===== src/rtl/alu_result_skid_pkg.sv =====
// alu_result_skid_pkg: shared defaults, FSM state encoding and entry layout helper
//   DEF_DATA_W/DEF_REG_W/DEF_CNT_W : default widths for result, rd index and stall counter
//   state_t                        : EMPTY=00, ONE=01, FULL=10
//   entry_w()                      : width of the packed entry {result,rd,wren,ovf,neq,lt}
package alu_result_skid_pkg;
  localparam int DEF_DATA_W = 32;
  localparam int DEF_REG_W = 5;
  localparam int DEF_CNT_W = 16;
  typedef enum logic [1:0] {EMPTY = 2'b00, ONE = 2'b01, FULL = 2'b10} state_t;
  function automatic int entry_w(input int dw, input int rw);
    return dw + rw + 4;
  endfunction
endpackage


===== src/rtl/alu_result_entry.sv =====
// alu_result_entry: resettable packed-entry register with load enable
//   clock, resetn : clock and asynchronous active-low reset (clears q)
//   load          : capture d on the rising edge
//   d / q         : packed entry in / held entry out
module alu_result_entry #(
  parameter int W = 41
) (
  input  logic         clock,
  input  logic         resetn,
  input  logic         load,
  input  logic [W-1:0] d,
  output logic [W-1:0] q
);
  always_ff @(posedge clock or negedge resetn)
    if (!resetn) q <= '0;
    else if (load) q <= d;
endmodule


===== src/rtl/alu_result_skid.sv =====
// alu_result_skid: registered valid/ready output stage with 2-entry skid buffer for ALU results
//   clock, resetn           : clock, asynchronous active-low reset
//   in_valid/in_ready       : upstream handshake; in_ready is a register
//   in_result..in_lt        : ALU result, rd, wren and flags
//   flush                   : drops all held entries on the next edge
//   out_valid/out_ready     : writeback handshake; MAIN entry is always the head
//   out_result..out_lt      : head entry fields
//   stall_cnt               : saturating count of out_valid & !out_ready cycles
module alu_result_skid
  import alu_result_skid_pkg::*;
#(
  parameter int DATA_W = DEF_DATA_W,
  parameter int REG_W = DEF_REG_W,
  parameter int CNT_W = DEF_CNT_W
) (
  input  logic              clock,
  input  logic              resetn,
  input  logic              in_valid,
  output logic              in_ready,
  input  logic [DATA_W-1:0] in_result,
  input  logic [REG_W-1:0]  in_rd,
  input  logic              in_wren,
  input  logic              in_ovf,
  input  logic              in_neq,
  input  logic              in_lt,
  input  logic              flush,
  output logic              out_valid,
  input  logic              out_ready,
  output logic [DATA_W-1:0] out_result,
  output logic [REG_W-1:0]  out_rd,
  output logic              out_wren,
  output logic              out_ovf,
  output logic              out_neq,
  output logic              out_lt,
  output logic [CNT_W-1:0]  stall_cnt
);
  localparam int EW = entry_w(DATA_W, REG_W);
  state_t state, state_nxt;
  logic in_fire, out_fire, main_ld, skid_ld, wren_eff;
  logic [REG_W-1:0] rd_eff;
  logic [EW-1:0] in_entry, main_d, main_q, skid_q;
  assign in_fire = in_valid & in_ready;
  assign out_fire = out_valid & out_ready;
  // Overflowing results never write the register file; rd is zeroed whenever wren is.
  assign wren_eff = in_wren & ~in_ovf;
  assign rd_eff = wren_eff ? in_rd : {REG_W{1'b0}};
  assign in_entry = {in_result, rd_eff, wren_eff, in_ovf, in_neq, in_lt};
  always_ff @(posedge clock or negedge resetn)
    if (!resetn) begin
      state <= EMPTY;
      in_ready <= 1'b1;
    end else begin
      state <= state_nxt;
      in_ready <= state_nxt != FULL;
    end
  always_comb begin
    state_nxt = state;
    if (flush) state_nxt = EMPTY;
    else
      case (state)
        EMPTY: state_nxt = in_fire ? ONE : EMPTY;
        ONE: state_nxt = (in_fire && !out_fire) ? FULL : (!in_fire && out_fire) ? EMPTY : ONE;
        FULL: state_nxt = out_fire ? ONE : FULL;
        default: state_nxt = EMPTY;
      endcase
  end
  // Loads are suppressed on flush so the head fields keep their last value.
  always_comb begin
    main_ld = !flush && ((in_fire && (state == EMPTY || (state == ONE && out_fire))) || (state == FULL && out_fire));
    skid_ld = !flush && state == ONE && in_fire && !out_fire;
    main_d = state == FULL ? skid_q : in_entry;
  end
  alu_result_entry #(.W(EW)) u_main (.clock(clock), .resetn(resetn), .load(main_ld), .d(main_d), .q(main_q));
  alu_result_entry #(.W(EW)) u_skid (.clock(clock), .resetn(resetn), .load(skid_ld), .d(in_entry), .q(skid_q));
  assign out_valid = state != EMPTY;
  assign {out_result, out_rd, out_wren, out_ovf, out_neq, out_lt} = main_q;
  always_ff @(posedge clock or negedge resetn)
    if (!resetn) stall_cnt <= '0;
    else if (out_valid && !out_ready && stall_cnt != {CNT_W{1'b1}}) stall_cnt <= stall_cnt + 1'b1;
endmodule


===== config.mk =====
export PLATFORM = sky130hd
export DESIGN_NAME = alu_result_skid
export DESIGN_NICKNAME = d
export VERILOG_FILES = /design/src/rtl/alu_result_skid_pkg.sv /design/src/rtl/alu_result_entry.sv /design/src/rtl/alu_result_skid.sv
export SDC_FILE = /design/constraint.sdc
export NUM_CORES = 1
export LEC_CHECK = 0
export ABC_AREA = 0
export CORE_MARGIN = 2
export CORE_UTILIZATION = 35
export CTS_BUF_LIST = sky130_fd_sc_hd__clkbuf_4 sky130_fd_sc_hd__clkbuf_8
export CTS_CLUSTER_SIZE = 8
export DETAILED_ROUTE_END_ITERATION = 16
export PLACE_DENSITY_LB_ADDON = 0.1
export SETUP_SLACK_MARGIN = 0.15
export SYNTH_ARGS = -nofsm -noshare
export SYNTH_HDL_FRONTEND = slang
export SYNTH_HIERARCHICAL = 1
export SYNTH_SLANG_ARGS = --single-unit

===== constraint.sdc =====
create_clock -name clock -period 1.8 [get_ports clock]
set_input_delay 0.18 -clock clock [delete_from_list [all_inputs] [get_ports clock]]
set_output_delay 0.18 -clock clock [all_outputs]
set_load 0.02 [all_outputs]

Word-level counts from Yosys, hierarchy flattened

Index checks and enable logic that the tools add are counted.

Flip-flop bits (word level): 101
Bits in latches: 0
Memory bits (writable): 0
Memory bits (read-only): 0
Bits of input ports: 46
Output and inout bits: 59
Logic and storage cells: 41
Memories kept: 0

Add/subtract/negate cells: 1
Multiply operators: 0
Div/mod/pow operators: 0
Order comparisons: 0
Equal/unequal tests: 4
Shift operators: 0
Muxes and demuxes: 8
Bitwise operators: 4
Reductions and logical operators: 19

Operators by type and width:

| cell                                                                  | number |
|---|---|
| 41-bit two-way mux                                                    | 1 |
| 16-bit by 1-bit adder with 16-bit output, second input constant       | 1 |
| 16-bit inequality test, second input constant                         | 1 |
| 1-bit logical AND                                                     | 11 |
| 2-bit two-way mux                                                     | 3 |
| 2-bit one-hot mux with 3 select lines                                 | 1 |
| 5-bit two-way mux                                                     | 1 |
| 1-bit zero test                                                       | 4 |
| 1-bit AND                                                             | 3 |
| 2-bit by 1-bit equality test with 1-bit output, second input constant | 1 |
| 2-bit equality test, second input constant                            | 1 |
| 2-bit zero test                                                       | 1 |
| 1-bit logical OR                                                      | 2 |
| 1-bit two-way mux                                                     | 2 |
| 2-bit inequality test, second input constant                          | 1 |
| 2-bit nonzero test                                                    | 1 |
| 1-bit inverter                                                        | 1 |

Longest topological paths before layout

Gate-level depths: netlist of run 1.

Depth in word-level cells: 8
Gate-level depth with buffers: 8
Mapped depth without buffers: 6

Cells and area by module

Netlist of run 1, hierarchy kept.

Modules (own cells, without submodules):

| module           | times used | cells each | area an instance (µm²) | sequential area each (µm²) |
|---|---|---|---|---|
| alu_result_entry | 2          | 87         | 1729.2                 | 1026.0 |
| alu_result_skid  | 1          | 222        | 1529.0                 | 476.7 |

Worst setup path after synthesis of run 1

Ideal clock, no wire load.

Path type: register to register
Start: reg state[0]
End: reg u_main.q[0]
Library setup time: 0.125 ns
Arrival: 1.893 ns
Required time: 1.675 ns
Slack: -0.218 ns
Stages on the path, launching flop included: 9
Buffers on the path: 5
Period minus slack after synthesis: 2.018 ns
Cell sequence: dfrtp_1 nand2b_1 buf_2 clkbuf_1 clkbuf_1 a21oi_1 buf_6 buf_12 mux2_4

Longest elaborated chain between the ends: 7
Elaborated cells between the ends (all ways): 12
Classes of those cells: 2 x eq/ne; 1 x mux; 1 x bitwise; 8 x reduce/logical

RTL lines:

| item                   | RTL line               | text |
|---|---|---|
| start, declared        | alu_result_skid.sv:38  | `state_t state, state_nxt;` |
| start signal, assigned | alu_result_skid.sv:53  | `state <= state_nxt;` |
| 2-bit nonzero test     | alu_result_skid.sv:75  | `assign out_valid = state != EMPTY;` |
| 1-bit AND              | alu_result_skid.sv:43  | `assign out_fire = out_valid & out_ready;` |
| 1-bit logical AND      | alu_result_skid.sv:69  | `main_ld = !flush && ((in_fire && (state == EMPTY \|\| (state == ONE && out_fire))) \|\| (state == FULL && out_fire ...` |
| 1-bit logical OR       | alu_result_skid.sv:69  |  |
| 1-bit logical AND      | alu_result_skid.sv:69  |  |
| 1-bit logical OR *     | alu_result_skid.sv:69  |  |
| 1-bit logical AND *    | alu_result_skid.sv:69  |  |
| net main_ld            | alu_result_skid.sv:39  | `logic in_fire, out_fire, main_ld, skid_ld, wren_eff;` |
| end signal, assigned   | alu_result_entry.sv:15 | `if (!resetn) q <= '0;` |
| end signal, assigned   | alu_result_entry.sv:16 | `else if (load) q <= d;` |
| end, declared          | alu_result_entry.sv:12 | `output logic [W-1:0] q` |

Mark *: on every way through the listed nets, which the timed path passes. The rest lies on a longest branch.
A chain may end at the register's enable or synchronous reset.

Worst setup path in the final report of run 1

Start: reg state[1]
End: reg stall_cnt[12]

Longest elaborated chain between the ends: 3

RTL lines:

| item                            | RTL line              | text |
|---|---|---|
| 2-bit nonzero test              | alu_result_skid.sv:75 |  |
| 1-bit logical AND (2 in series) | alu_result_skid.sv:79 | `else if (out_valid && !out_ready && stall_cnt != {CNT_W{1'b1}}) stall_cnt <= stall_cnt + 1'b1;` |
| end signal, assigned            | alu_result_skid.sv:79 |  |
| end, declared                   | alu_result_skid.sv:35 | `output logic [CNT_W-1:0] stall_cnt` |

Every way passes these cells.

==> summary.md, run 1 <==
| Metric | Value |
|---|---|
| Status | `completed` |
| Critical Path RT | `2.07 ns` |
| Post-route design area | `6850 µm²` |
| Synth area leaders | `dfrtp_1 50%, mux2_4 24%, nand2_1 8.7%, buf_12 3.2%, xor2_1 2.5%` |
| Antenna violations before repair | `0` |
| Layout cell share with drive strength beyond 1 | `0.339` |
| Post-Syn Area per Cell | `12.6 µm²` |
| Detailed Routing Iterations Pass 1 | `4` |
| Clk pwr share | `0.186` |
| Synth Net Count | `444` |
| Die area | `15,200 µm²` |
| Vias in the first global route | `3,482` |
| R2R cell count | `6` |
| Total net switching power | `2150 µW` |
| Post-synth EDFFs | `0` |
| # setup viols final | `0` |
| Fin nets | `578` |
| CTS tree | `done` |
| CP Capture Type | `flop` |
| Gr usage total | `0.161` |
| Adder-cell share of the synthesized area | `0.00502` |
| Final critical-path share of the clock period | `0.942` |
| Syn Std Cell Area | `4990 µm²` |
| Power Dens Cells | `1020 nW/µm²` |
| Sequential share of power | `0.467` |
| Fin. max-slew vios | `0` |
| TritonCTS buffer count | `9` |
| Critical Path AT | `1.96 ns` |
| Rel. slew slack | `0.668` |
| GRT overflow | `0` |
| Global-route wire length before repair | `18,600 µm` |
| Most frequent cell after synthesis | `nand2_1` |
| FMAX | `0.590 GHz` |
| Antenna cells | `0` |
| Fill cells | `1,284` |
| Core Area | `13,900 µm²` |
| Synth async-reset ratio | `1.00` |
| Slowest cell delay on critical path | `0.43 ns` |
| Area Growth Syn to Fin | `37.3%` |
| Reg-to-reg critical path endpoint | `stall_cnt[12]` |
| Family with the most delay on the worst path | `simple AND/OR/NAND/NOR gates` |
| Synth top area share | `0.502` |
| Largest net degree at the start of global routing | `50` |
| Reg2reg start | `state[1]` |
| Worst hold slack | `0.242 ns` |
| RSZ-0062 raised after global routing | `yes` |
| Worst skew pair latency | `0.38 ns` |
| Sequential area share after synthesis | `0.507` |
| Total number of vias | `3,345` |
| Register area | `2550 µm²` |
| Antenna Nets Post-Route | `0` |
| Die Wd | `123 µm` |
| Clk buf depth | `2` |
| Post-Synthesis Cells | `396` |
| Clk sinks | `101` |
| Synth Register Bits | `101` |
| Post-synthesis compound-gate area fraction | `0.00728` |
| Xor/xnor share of the synthesized area | `0.0246` |
| Number of I/O pins | `105` |
| Hpwl dp | `7080 µm` |
| Worst Hold Class | `input port to asynchronous set/reset pin` |
| Crit Path Max Fanout | `6` |
| Crit path max-delay cell type | `dfrtp_2` |
| Internal power | `4850 µW` |
| Library cells used by synthesis | `32` |
| Simple-Gate Fraction of Synth Area | `0.149` |
| Crit path cell chain | `o21bai_1 > buf_4 > buf_4 > or2_4 > nor3_4 > mux2_4` |
| Die height | `123 µm` |
| Total power | `7000 µW` |
| Reg-to-reg slack, setup | `0.11 ns` |
| Main combinational cell family by area after synthesis | `multiplexers` |
| Sum of buffers and inverters on the critical path | `2` |
| MaxCap Viol Count | `0` |
| Top post-synthesis cells by count | `116 x nand2_1, 100 x dfrtp_1, 81 x mux2_4` |
| Final WL | `12,100 µm` |
| Hold Vio Cnt, Final | `0` |
| Placed Area | `6280 µm²` |
| Worst vdd ir | `0.579 mV` |
| Tmin final | `1.69 ns` |
| Clk root buf | `clkbuf_8` |
| Share of total power in combinational logic | `0.347` |
| YS warnings | `6` |
| Final Skew | `0.00861 ns` |
| Largest area contributor in the synthesized netlist | `dfrtp_1` |
| Sw frac | `0.306` |
| Worst Tran Pin Value | `0.498 ns` |
| Main flop type after synthesis | `dfrtp_1` |
| # rows | `43` |
| CTS clock-pin slew for the worst setup and hold paths | `0.10 ns` |
| DR WL/cell | `16.9 µm` |
| Post-synthesis mux area share | `0.262` |
| # port buffers | `104` |
| Most used cell, CP | `buf_4` |
| H-tree depth | `3` |
| Worst Setup Path Type | `flop to flop` |
| Pleak | `0.00331 µW` |
| Via density | `4.68` |
| Starting Density | `0.359` |
| Drc violations | `0` |
| Area of the multi-input gates | `2370 µm²` |
| CP Launch Type | `flop` |
| Initial DRC count | `134` |
| GPL Wtd Cong | `0.758` |
-- through the flow --
stage / setup TNS, ns / instances / utilization / worst slack [ns]
2_1_floorplan: 0 / 396 / - / 0.0138
3_3_place_gp: -1.21 / 676 / 0.453 / -0.0557
3_5_place_dp: -1.98 / 676 / 0.453 / -0.0806
4_1_cts: 0 / 697 / 0.470 / 0.0882
5_1_grt: 0 / 714 / 0.493 / 0.0316
6_report: 0 / 714 / 0.493 / 0.105
-- sequential cells by signal (all words and copies together) (netlist names) --
register / flops
state: 2
u_skid/q: 41
stall_cnt: 16
in_ready: 1
u_main/q: 41
-- power groups by stage --
| stage | Sequential [µW] | Clock, µW | Combinational (µW) |
|---|---|---|---|
| floorplan | 3560 | 0 | 1100 |
| global placement | 3290 | 0 | 2310 |
| finish | 3270 | 1300 | 2430 |
| global route | 3350 | 1450 | 2610 |
| CTS | 3280 | 1390 | 2340 |
| detailed placement | 3300 | 0 | 2330 |
-- placed cells by master, fill, tap and decap left out, drive strengths merged, types with 3 or more instances in the layout --
cell type	Yosys	layout
and2	7	7
nor2b	3	4
mux2	89	89
nor3	7	7
nand4	6	6
dfrtp	100	100
dlymetal6s2s	0	5
dlygate4sd2	0	9
nor4	6	6
xor2	14	14
a21oi	3	3
buf	11	34
clkinv	0	5
nor2	6	6
clkdlybuf4s50	0	88
nand2	116	116
clkbuf	10	16
-- layer usage --
metal	part of all wire	GRT usage
met4	0.010	0.0426
met1	0.48	0.220
met2	0.46	0.247
met5	0	0
met3	0.046	0.0498
-- timing repair --
| action | in CTS | in global routing |
|---|---|---|
| setup buffers | 3 | 10 |
| hold endpoints to repair | 21 | 0 |
| hold buffers | 1 | 0 |
| pin swaps | 1 | 4 |
| endpoints found under the setup margin | 53 | 98 |
| gates cloned | 2 | 7 |
| gates resized for setup | 14 | 27 |
-- cells by family (layout without fill, tap and decap cells) --
logic type | after synthesis | count (layout)
mux | 89 | 89
buf+inv | 21 | 158
simple gates | 163 | 164
fa+ha+maj | 2 | 2
compound gates | 6 | 6
flops | 101 | 101
xor+xnor | 14 | 14
-- worst max-delay path by stage --
stage               slack [ns]  startpoint            end  cells past startpoint
floorplan                 0.01    state[0]    u_main/q[0]                      8
global placement         -0.06   out_ready   u_main/q[22]                      6
detailed placement       -0.08   out_ready   u_main/q[21]                      6
CTS                       0.09    state[1]  stall_cnt[12]                      6
global route              0.03    state[1]  stall_cnt[12]                      6
finish                    0.11    state[1]  stall_cnt[12]                      6
-- final cells by class --
cell class,instances,area share
repair buffers,143,0.226
well taps,180,0.0329
multi-input cells,275,0.346
flip-flops and latches,101,0.372
clock inverters,5,0.00420
clock buffers,10,0.0192
Power figures use the tool's default switching activity.
==> run 2: changes to the inputs <==
--- a/config.mk
+++ b/config.mk
@@ -8,7 +8,6 @@
 export ABC_AREA = 0
 export CORE_MARGIN = 2
 export CORE_UTILIZATION = 35
-export CTS_BUF_LIST = sky130_fd_sc_hd__clkbuf_4 sky130_fd_sc_hd__clkbuf_8
 export CTS_CLUSTER_SIZE = 8
 export DETAILED_ROUTE_END_ITERATION = 16
 export PLACE_DENSITY_LB_ADDON = 0.1
==> run 2 against run 1 <==
  * Flip-flop and latch count unchanged
  * Hold slack improved by 0.035 ns
  * Largest power group unchanged
  * Clock skew decreased by 0.0027 ns
  * Clock-buffer cell count unchanged
  * Utilization increased by 1.4 points
==> summary.md, run 2 (synthesis results as in run 1) <==
| Metric | Value |
|---|---|
| Critical Path RT | `2.04 ns` |
| # placed instances | `676` |
| CTS tree | `done` |
| Initial DRC count | `142` |
| Final Util | `0.507` |
| Power Dens Cells | `1070 nW/µm²` |
| Crit path cell chain | `o21bai_1 > buf_4 > buf_4 > or2_4 > nor3_2 > mux2_4` |
| Final WL | `12,200 µm` |
| FMAX | `0.584 GHz` |
| RSZ-0062 raised after global routing | `yes` |
| Drc violations | `0` |
| Gr usage total | `0.165` |
| WP depth | `6` |
| # rows | `43` |
| Worst Setup Path Type | `flop to flop` |
| Commonest non-fill, non-tap cell in the layout | `nand2_1` |
| Sum of buffers and inverters on the critical path | `2` |
| Pleak | `0.00328 µW` |
| Number of I/O pins | `105` |
| Family with the most delay on the worst path | `simple AND/OR/NAND/NOR gates` |
| Slowest cell delay on critical path | `0.42 ns` |
| Critical path destination | `stall_cnt[12]` |
| CP Capture Type | `flop` |
| Antenna Nets Post-Route | `0` |
| GRT overflow | `0` |
| Final Skew | `0.00592 ns` |
| Most used cell, CP | `buf_4` |
| Largest regs | `u_main/q: 41 flops, u_skid/q: 41 flops, stall_cnt: 16 flops` |
| Die area | `15,200 µm²` |
| Placed Area | `6280 µm²` |
| Clk sinks | `101` |
| Total number of vias | `3,334` |
| Largest net degree at the start of global routing | `50` |
| CP Launch Type | `flop` |
| # setup viols final | `0` |
| Clk root buf | `clkbuf_16` |
| Hpwl dp | `7080 µm` |
| CP startpoint | `state[1]` |
| Reg2reg start | `state[1]` |
| Hold Vio Cnt, Final | `0` |
| Antenna cells | `0` |
| Crit Path Max Fanout | `6` |
| Reg-to-reg slack, setup | `0.09 ns` |
| Worst Tran Pin Value | `0.542 ns` |
| Area Growth Syn to Fin | `41.2%` |
| R2R cell count | `6` |
| GPL Wtd Cong | `0.758` |
| Crit path max-delay cell type | `dfrtp_2` |
| DR WL/cell | `17.0 µm` |
| Core Area | `13,900 µm²` |
| Starting Density | `0.359` |
| Final critical-path share of the clock period | `0.951` |
| Critical Path AT | `1.95 ns` |
| Fin. max-slew vios | `0` |
| Most frequent cells in the layout | `116 x nand2_1, 97 x clkdlybuf4s50_1, 85 x dfrtp_1` |
| Final non-filler cell total | `716` |
| Post-route design area | `7040 µm²` |
| Reg-to-reg critical path endpoint | `stall_cnt[12]` |
| Status | `completed` |
| TritonCTS buffer count | `9` |
| Fin nets | `580` |
| Worst vdd ir | `0.655 mV` |
| Antenna violations before repair | `0` |
| Vias in the first global route | `3,520` |
| # port buffers | `104` |
| Die Wd | `123 µm` |
| Clk buf depth | `2` |
| Detailed Routing Iterations Pass 1 | `4` |
| Tmin final | `1.71 ns` |
| Die height | `123 µm` |
| CTS clock-pin slew for the worst setup and hold paths | `0.07 ns` |
| Via density | `4.66` |
| Rel. slew slack | `0.638` |
| Worst skew pair latency | `0.35 ns` |
| Global-route wire length before repair | `18,900 µm` |
| Worst Hold Class | `input port to asynchronous set/reset pin` |
| H-tree depth | `3` |
| MaxCap Viol Count | `0` |
| Layout cell share with drive strength beyond 1 | `0.340` |
==> run 2: cell types whose count changed in the layout (fill, tap and decap cells not counted), moves of 2 or more <==
cell | before | now
clkbuf_8 | 9 | 0
clkdlybuf4s50_1 | 88 | 97
nor3_2 | 0 | 2
buf_12 | 6 | 8
buf_16 | 2 | 4
dlygate4sd2_1 | 9 | 4
dlymetal6s2s_1 | 5 | 1
nor4_2 | 4 | 1
buf_4 | 21 | 19
nor4_4 | 1 | 3
clkbuf_16 | 5 | 13
==> run 2: timing repair <==
action,4_1_cts,5_1_grt
buffers inserted,4,9
hold buffers,1,0
endpoints found under the setup margin,48,96
pin swaps,1,3
gates cloned,5,6
endpoints found under the hold margin,21,0
resized for setup,13,23
==> run 2: worst min-delay path by stage <==
stage	start	to	slack, ns	cells past startpoint
2_1_floorplan	resetn	stall_cnt[0]	-0.12	0
3_3_place_gp	resetn	u_skid/q[22]	0.12	1
3_5_place_dp	resetn	u_main/q[22]	0.12	1
4_1_cts	resetn	u_main/q[24]	0.28	2
5_1_grt	resetn	u_main/q[22]	0.29	2
6_report	resetn	u_main/q[22]	0.28	2
==> run 2: area by class of cell <==
class	instances	area [µm²]
fill	1260	6840
sequential	101	2550
multi-input combinational	275	2380
timing repair buffer	145	1640
clock buffer	10	229
tap	180	225
clock inverter	5	28.8
==> run 2: stage by stage <==
step	total power [µW]	hold slack (ns)	setup TNS [ns]	worst slack, ns
4_1_cts	7600	0.284	0	0.0781
5_1_grt	7940	0.293	0	0.00622
2_1_floorplan	4660	-0.116	0	0.0138
6_report	7540	0.277	0	0.0874
3_3_place_gp	5600	0.118	-1.21	-0.0557
3_5_place_dp	5630	0.119	-1.98	-0.0806
==> run 2: routing by layer <==
metal | GRT usage | part of all wire | up-vias
li1 | - | - | 1609
met1 | 0.225 | 0.48 | 1647
met2 | 0.256 | 0.47 | 73
met3 | 0.0498 | 0.049 | 5
met4 | 0.0419 | 0.0062 | 0
met5 | 0 | 0 | -
==> run 2: report_power, final <==
group / total [µW] / switching (µW) / internal (µW)
Sequential: 3270 / 414 / 2860
Clock: 1800 / 874 / 924
Combinational: 2470 / 935 / 1530
==> run 3: changes to the inputs <==
--- a/config.mk
+++ b/config.mk
@@ -6,7 +6,6 @@
 export NUM_CORES = 1
 export LEC_CHECK = 0
 export ABC_AREA = 0
-export CORE_MARGIN = 2
 export CORE_UTILIZATION = 35
 export CTS_CLUSTER_SIZE = 8
 export DETAILED_ROUTE_END_ITERATION = 16
==> run 3 against run 2 <==
  * Via count is 2.8% lower
  * Utilization down 1.7 points
  * Fmax up 1.9%
  * Flip-flop and latch count unchanged
  * Hold slack improved by 0.15 ns
  * Non-clock buffer count fell by 12
  * Register-to-register slack better by 0.03 ns
  * Clock skew decreased by 0.00066 ns
  * Routed wire length fell by 9.4%
  * Sequential power about the same
  * First-iteration DRC count up 15%
==> summary.md, run 3 (synthesis results as in run 1) <==
| Metric | Value |
|---|---|
| RSZ-0062 raised after global routing | `yes` |
| Reg-to-reg slack, setup | `0.12 ns` |
| Most frequent cells in the layout | `116 x nand2_1, 96 x clkdlybuf4s50_1, 90 x dfrtp_1` |
| Hpwl dp | `6870 µm` |
| Final Skew | `0.00526 ns` |
| TritonCTS buffer count | `9` |
| Worst Setup Path Type | `flop to flop` |
| Worst skew pair latency | `0.35 ns` |
| # rows | `43` |
| Die area | `14,700 µm²` |
| Fin. max-slew vios | `0` |
| Die height | `121 µm` |
| Worst vdd ir | `0.587 mV` |
| Antenna Nets Post-Route | `0` |
| Clk root buf | `clkbuf_16` |
| Antenna violations before repair | `0` |
| Via density | `4.60` |
| Area Growth Syn to Fin | `36.5%` |
| Power Dens Cells | `1100 nW/µm²` |
| Total power | `7450 µW` |
| Tmin final | `1.68 ns` |
| Critical Path AT | `1.92 ns` |
| Vias in the first global route | `3,362` |
| Family with the most delay on the worst path | `buffers and inverters` |
| Final TNS setup | `0 ns` |
| Layout cell share with drive strength beyond 1 | `0.303` |
| Crit Path Max Fanout | `6` |
| Worst Hold Class | `input port to asynchronous set/reset pin` |
| Slowest cell delay on critical path | `0.39 ns` |
| Die Wd | `121 µm` |
| Largest net degree at the start of global routing | `102` |
| Critical Path RT | `2.04 ns` |
| Worst Tran Pin Value | `0.554 ns` |
| Rel. slew slack | `0.631` |
| Largest regs | `u_main/q: 41 flops, u_skid/q: 41 flops, stall_cnt: 16 flops` |
| MaxCap Viol Count | `0` |
| R2R cell count | `6` |
| Hold Vio Cnt, Final | `0` |
| GRT overflow | `0` |
| Status | `completed` |
| Starting Density | `0.359` |
| Initial DRC count | `163` |
| GPL Wtd Cong | `0.761` |
| Clk sinks | `101` |
| Post-route design area | `6810 µm²` |
| Final WL | `11,000 µm` |
| Final critical-path share of the clock period | `0.933` |
| DR WL/cell | `15.7 µm` |
| CP Launch Type | `flop` |
| Crit path cell chain | `buf_6 > nand3b_1 > a21oi_4 > buf_6 > clkbuf_16 > mux2_4` |
| Commonest non-fill, non-tap cell in the layout | `nand2_1` |
| Most used cell, CP | `buf_6` |
| Number of I/O pins | `105` |
| Global-route wire length before repair | `17,900 µm` |
| Detailed Routing Iterations Pass 1 | `4` |
| Final worst setup slack | `0.120 ns` |
| Placed Area | `6300 µm²` |
| Core Area | `13,900 µm²` |
| Pleak | `0.00323 µW` |
| Crit path max-delay cell type | `dfrtp_1` |
| Drc violations | `0` |
| Sum of buffers and inverters on the critical path | `3` |
| FMAX | `0.595 GHz` |
| Fin nets | `567` |
| CP Capture Type | `flop` |
| # port buffers | `104` |
| Gr usage total | `0.162` |
| Pre-CTS WS | `-0.0402 ns` |
| H-tree depth | `3` |
| Reg-to-reg critical path endpoint | `u_main/q[27]` |
| Total number of vias | `3,241` |
| Clk buf depth | `2` |
| Reg2reg start | `state[1]` |
| CTS clock-pin slew for the worst setup and hold paths | `0.07 ns` |
| Antenna cells | `0` |
| # setup viols final | `0` |
| CTS tree | `done` |
[run 3: cell types whose count changed in the layout (fill, tap and decap cells not counted), moves of 3 or more]
cell,previous run,this run
dfrtp_2,15,10
buf_6,2,5
dfrtp_1,85,90
buf_4,19,13
nor4_1,2,5
dlymetal6s2s_1,1,4
clkinv_2,4,1
[run 3: power breakdown]
group          switching [µW]  internal, µW
clock                     842           978
combinational             904          1480
sequential                396          2860
total                    2140          5310
[run 3: layer usage]
| metal | track usage | wire [µm] |
|---|---|---|
| met5 | 0 | 0 |
| met4 | 0.0509 | 153 |
| met3 | 0.0522 | 552 |
| met2 | 0.243 | 4970 |
| met1 | 0.220 | 5360 |
[run 3: worst reg2reg max path, cell delays in order (launching register included)]
cell and delay, ns:
dfrtp_1 0.39, buf_6 0.14, nand3b_1 0.21, a21oi_4 0.22, buf_6 0.16, clkbuf_16 0.16, mux2_4 0.29
[run 3: cell type report]
type | instances | area [µm²]
Fill cell | 1252 | 7070
Sequential cell | 101 | 2540
Multi-Input combinational cell | 274 | 2330
Timing Repair Buffer | 133 | 1440
Clock buffer | 13 | 250
Tap cell | 180 | 225
Clock inverter | 3 | 21.3
[run 3: worst max path at each step]
stage               slack (ns)  cells past startpoint            end      start
floorplan                 0.01                      8    u_main/q[0]   state[0]
global placement         -0.03                      6   u_main/q[34]  out_ready
detailed placement       -0.04                      6  stall_cnt[12]  out_ready
CTS                       0.11                      6   u_main/q[34]   state[1]
global route              0.05                      6   u_main/q[26]   state[1]
finish                    0.12                      6   u_main/q[27]   state[1]
[run 3: metrics by stage]
stage | hold WS, ns | util | std cells
finish | 0.426 | 0.490 | 704
global route | 0.462 | 0.490 | 704
CTS | 0.457 | 0.483 | 699
detailed placement | 0.300 | 0.454 | 676
global placement | 0.300 | 0.454 | 676
floorplan | -0.116 | - | 396
[run 3: repair_timing]
item	CTS	global route
hold buffers	1	0
setup buffers	4	3
endpoints found under the hold margin	100	0
pin swaps	1	2
gates resized for setup	14	10
setup endpoints to repair	76	86
gates cloned	2	2
